<file path="config.mk">
export PLATFORM = sky130hd
export DESIGN_NAME = call_stack
export DESIGN_NICKNAME = d
export VERILOG_FILES = /design/src/rtl/cpu_pkg.sv /design/src/rtl/call_stack_mem.sv /design/src/rtl/call_stack.sv
export SDC_FILE = /design/constraint.sdc
export NUM_CORES = 1
export LEC_CHECK = 0
export CAP_MARGIN = 40
export CORE_MARGIN = 2
export CORE_UTILIZATION = 64
export DETAILED_ROUTE_END_ITERATION = 8
export GPL_ROUTABILITY_DRIVEN = 1
export PLACE_DENSITY = 0.95
export SKIP_LAST_GASP = 1
export SYNTH_ARGS = -nofsm -noshare
export SYNTH_HDL_FRONTEND = slang
export SYNTH_SLANG_ARGS = --single-unit
</file>
<file path="constraint.sdc">
create_clock -name clk -period 10.5 [get_ports clk]
set_input_delay 2.1 -clock clk [delete_from_list [all_inputs] [get_ports clk]]
set_output_delay 2.1 -clock clk [all_outputs]
set_load 0.01 [all_outputs]
</file>
<file path="src/rtl/cpu_pkg.sv">
// cpu_pkg: definitions shared by the 16-bit CPU blocks (pc, decoder, call_stack).
//   AW     - architectural address width
//   word_t - one address / program-counter value
package cpu_pkg;

    localparam int AW = 16;

    typedef logic [AW-1:0] word_t;

endpackage : cpu_pkg

</file>
<file path="src/rtl/call_stack_mem.sv">
// call_stack_mem: DEPTH x AW register file holding return addresses.
// Ports:
//   clk   - clock; writes happen on the rising edge
//   we    - write enable
//   waddr - write slot index
//   wdata - word to store
//   raddr - read slot index (asynchronous read)
//   rdata - contents of slot raddr
// Contents are deliberately not reset; the stack pointer alone decides
// which entries are meaningful.
module call_stack_mem #(
    parameter int DEPTH = 16,
    parameter int AW    = cpu_pkg::AW,
    localparam int IW   = $clog2(DEPTH)
) (
    input  logic          clk,
    input  logic          we,
    input  logic [IW-1:0] waddr,
    input  logic [AW-1:0] wdata,
    input  logic [IW-1:0] raddr,
    output logic [AW-1:0] rdata
);

    logic [AW-1:0] mem_q [DEPTH];

    always_ff @(posedge clk) begin
        if (we) begin
            mem_q[waddr] <= wdata;
        end
    end

    assign rdata = mem_q[raddr];

endmodule : call_stack_mem

</file>
<file path="src/rtl/call_stack.sv">
// call_stack: hardware return-address stack feeding the pc load port.
// Ports:
//   clk, rst - clock and synchronous active-high reset
//   call     - push pc_in+1 and jump to tgt
//   ret      - pop and jump to the popped address
//   pc_in    - address of the call instruction (pc.out)
//   tgt      - call target address
//   addr, ld - registered load address / one-cycle load strobe to pc
//   depth    - number of valid entries
//   empty    - depth == 0
//   full     - depth == DEPTH
//   err      - sticky fault (overflow, underflow, or call+ret together)
//
// Load handshake: ld is a single-cycle strobe with no back-pressure. When
// ld is high, addr is valid and pc must load it in that same cycle. ld
// only rises for a request accepted at the previous edge; rejected or
// idle cycles leave ld low and addr holding its last value.
module call_stack
    import cpu_pkg::*;
#(
    parameter int DEPTH = 16,
    parameter int AW    = cpu_pkg::AW,
    localparam int SPW  = $clog2(DEPTH) + 1,
    localparam int IW   = $clog2(DEPTH)
) (
    input  logic           clk,
    input  logic           rst,
    input  logic           call,
    input  logic           ret,
    input  logic [AW-1:0]  pc_in,
    input  logic [AW-1:0]  tgt,
    output logic [AW-1:0]  addr,
    output logic           ld,
    output logic [SPW-1:0] depth,
    output logic           empty,
    output logic           full,
    output logic           err
);

    logic [SPW-1:0] sp_q, sp_d;
    logic [AW-1:0]  addr_q, addr_d;
    logic           ld_q, ld_d;
    logic           err_q, err_d;

    logic           is_empty, is_full;
    logic           call_ok, ret_ok, fault;
    logic           mem_we;
    logic [IW-1:0]  mem_waddr, mem_raddr;
    logic [AW-1:0]  mem_wdata, mem_rdata;

    // Flags come straight from the sp register, so they reflect the
    // operation accepted at the previous edge with no input-to-output path.
    assign is_empty = (sp_q == '0);
    assign is_full  = (sp_q == SPW'(DEPTH));

    assign call_ok = call & ~ret & ~is_full;
    assign ret_ok  = ret & ~call & ~is_empty;
    assign fault   = (call & ret) | (call & ~ret & is_full) | (ret & ~call & is_empty);

    // sp points at the next free slot; the top entry lives at sp-1.
    // Index truncation is safe: writes only happen when sp < DEPTH and
    // reads are only used when sp >= 1.
    assign mem_we    = call_ok & ~rst;
    assign mem_waddr = sp_q[IW-1:0];
    assign mem_wdata = pc_in + AW'(1);
    assign mem_raddr = IW'(sp_q - SPW'(1));

    call_stack_mem #(
        .DEPTH (DEPTH),
        .AW    (AW)
    ) u_mem (
        .clk   (clk),
        .we    (mem_we),
        .waddr (mem_waddr),
        .wdata (mem_wdata),
        .raddr (mem_raddr),
        .rdata (mem_rdata)
    );

    always_comb begin
        sp_d   = sp_q;
        addr_d = addr_q;
        ld_d   = 1'b0;
        err_d  = err_q | fault;
        if (call_ok) begin
            sp_d   = sp_q + SPW'(1);
            addr_d = tgt;
            ld_d   = 1'b1;
        end else if (ret_ok) begin
            sp_d   = sp_q - SPW'(1);
            addr_d = mem_rdata;
            ld_d   = 1'b1;
        end
    end

    always_ff @(posedge clk) begin
        if (rst) begin
            sp_q   <= '0;
            addr_q <= '0;
            ld_q   <= 1'b0;
            err_q  <= 1'b0;
        end else begin
            sp_q   <= sp_d;
            addr_q <= addr_d;
            ld_q   <= ld_d;
            err_q  <= err_d;
        end
    end

    assign addr  = addr_q;
    assign ld    = ld_q;
    assign depth = sp_q;
    assign empty = is_empty;
    assign full  = is_full;
    assign err   = err_q;

endmodule : call_stack

</file>
==> results.json <==
{
  "numCtsBuffers": 27,
  "port_buffers": 60,
  "synth_ff_type": "edfxtp_1",
  "start_util": 0.653,
  "dpl-instance-area_sq_um": 12300,
  "cts_tree": "done",
  "grt_pass1_wl_um": 39300,
  "routed_wl_um": 26300,
  "grtUsageTotal": 0.295,
  "fin_worst_skew_ps": 11.9,
  "drt_first_iter_violations": 662,
  "slew_viol_final": 0,
  "n_antenna_cell": 0,
  "worstHoldPathType": "reg -> reg",
  "wire_per_inst_um": 28.0,
  "cts.sinks": 279,
  "worst_slew_pin_slew_ps": 982,
  "avgSynthCellArea_sq_um": 18.6,
  "startpoint_type": "register",
  "layout_common_cells": "256 x edfxtp_1, 64 x mux4_2, 60 x clkdlybuf4s50_1",
  "synth_top_area_frac": 0.683,
  "slew_headroom": 0.345,
  "postSynthCellCount": 604,
  "cts_max_path_buffers": 3,
  "peakVddDrop_mv": 0.244,
  "yosysTopAreaCell": "edfxtp_1",
  "grt_pass1_vias": 6460,
  "setup_violations": 0,
  "htreeDepth": 1,
  "fin_area_sq_um": 13200,
  "endpoint_kind": "output port",
  "p_per_area_nw_per_um2": 278,
  "mostFrequentLayoutCell": "edfxtp_1",
  "layout-drive-gt1-share": 0.240,
  "place_congestion": 0.871,
  "post-route-period-util": 0.483,
  "syn_nets": 646,
  "multi_input_area_sq_um": 2830,
  "dpl.hpwl_um": 16500,
  "syn_area_sq_um": 11300,
  "cp_slowest_cell": "nor4bb_1",
  "synth-edff-count": 256,
  "viasPerCell": 6.78,
  "nNetsFinal": 739,
  "rows": 48,
  "critical_path_class": "reg -> out",
  "outcome": "complete, no violations",
  "antenna_found_initial": 0,
  "critical_path_arrival_ps": 2970,
  "via_count": 6388,
  "yosysSeqAreaShare": 0.723,
  "crit_fanout": 23,
  "p_leak_uw": 0.00426,
  "seqCellArea_sq_um": 8150,
  "fmax_mhz": 197,
  "yosys_warnings": 0,
  "die_w_um": 137,
  "holdBufCountCts": 0,
  "area_delta_synth_final_pct": 17.0,
  "io_pins": 61,
  "required_ps": 8400,
  "fillers": 869,
  "maxCapViolations": 0,
  "synth_area_leaders": "edfxtp_1 68%, mux4_2 13%, dfxtp_1 4.1%",
  "cts-root-buf": "clkbuf_16",
  "synthArstFlopShare": 0,
  "rsz0062_at_grt": "no",
  "die_h_um": 137,
  "cpPeakStageDelay_ps": 800,
  "cp_cell_sequence": "inv_1 -> ha_2 -> nor4bb_1 -> clkdlybuf4s50_1",
  "finalSetupTns_ps": 0,
  "cts_resized": 0,
  "dieArea_sq_um": 18700,
  "clock_latency_ps": 530,
  "core_sq_um": 17200,
  "dr.pass1.iters": 5,
  "ys_ff_latch": 279,
  "holdWs_ps": 546,
  "hold_viol": 0,
  "grt_max_degree": 66,
  "yosys.cell_types.count": 44,
  "antenna_left": 0,
  "grt.overflow.total": 0,
  "drc_errors": 0,
  "path_clk_slew_ps": 60,
  "cts_setup_buffers": 0,
  "period_needed_ps": 5070
}
[power by group]
group / switching [uW] / leakage (uW) / total (uW) / internal, uW
Combinational: 755 / 0.00135 / 1350 / 597
Clock: 387 / 0.000416 / 938 / 551
Sequential: 84.8 / 0.00249 / 1370 / 1280
Total: 1230 / 0.00426 / 3660 / 2430
[cell type report]
class                      instances  area share
timing repair buffer              97      0.0690
clock inverter                     9     0.00741
inverter                          37      0.0105
sequential                       279       0.619
multi-input combinational        255       0.215
clock buffer                      40      0.0580
tap                              225      0.0214
[flip-flops by register name, indices dropped and copies added (netlist names)]
name	count
u_mem.mem_q	256
err	1
addr	16
depth	5
ld	1
[synth_stat cells (12+ instances only)]
cell type  number
buf_2          15
a221oi_1       16
o22ai_1        32
clkbuf_1       12
a21oi_1        12
nor2_1         21
dfxtp_1        23
inv_1          37
edfxtp_1      256
mux4_2         64
xnor2_1        17
nand2_1        13
[critical path: cells and delay by family (launching register included)]
kind	cells	cell delay, ps
buffers and inverters	2	890
AND/OR/NAND/NOR	1	800
flip-flops	1	480
adder cells (fa/ha/maj)	1	260
[per-stage QoR]
step                      total power (uW)  worst slack, ps  std cells  utilization
final                                 3660             5430        942        0.764
after detailed placement              2700             5250        892        0.714
after global placement                2610             5280        881        0.707
after CTS                             3650             5410        941        0.764
after global routing                  3790             5190        942        0.764
after floorplan                       2270             6160        604            -
[per-layer routing]
metal,wire (um),global-route usage,vias to the layer above
li1,-,-,2636
met1,9640,0.395,3246
met2,13400,0.501,439
met3,2470,0.0474,67
met4,798,0.103,0
met5,0,0,-
[path summary, 6_finish.rpt]
kind                 start                  to  slack [ps]  depth (start not counted)
setup / recovery  depth[0]                full        5430                          4
hold / removal     addr[4]             addr[4]         550                          2
setup reg to reg  depth[0]  u_mem.mem_q[0][11]        6550                          8
hold reg to reg    addr[4]             addr[4]         550                          2
[logic make-up (layout without fill, tap and decap cells)]
kind of cell	count (synthesis)	in the layout	share of synthesized area
muxes	65	65	0.129
DFF	279	279	0.723
and+or+nand+nor	65	65	0.0288
xor gates and xnor gates	20	20	0.0156
buffers and inverters	70	183	0.0277
AOI/OAI and AO/OA	99	99	0.0690
adders and majority gates	6	6	0.00667
Note: power is estimated with default switching activity, not from simulation.
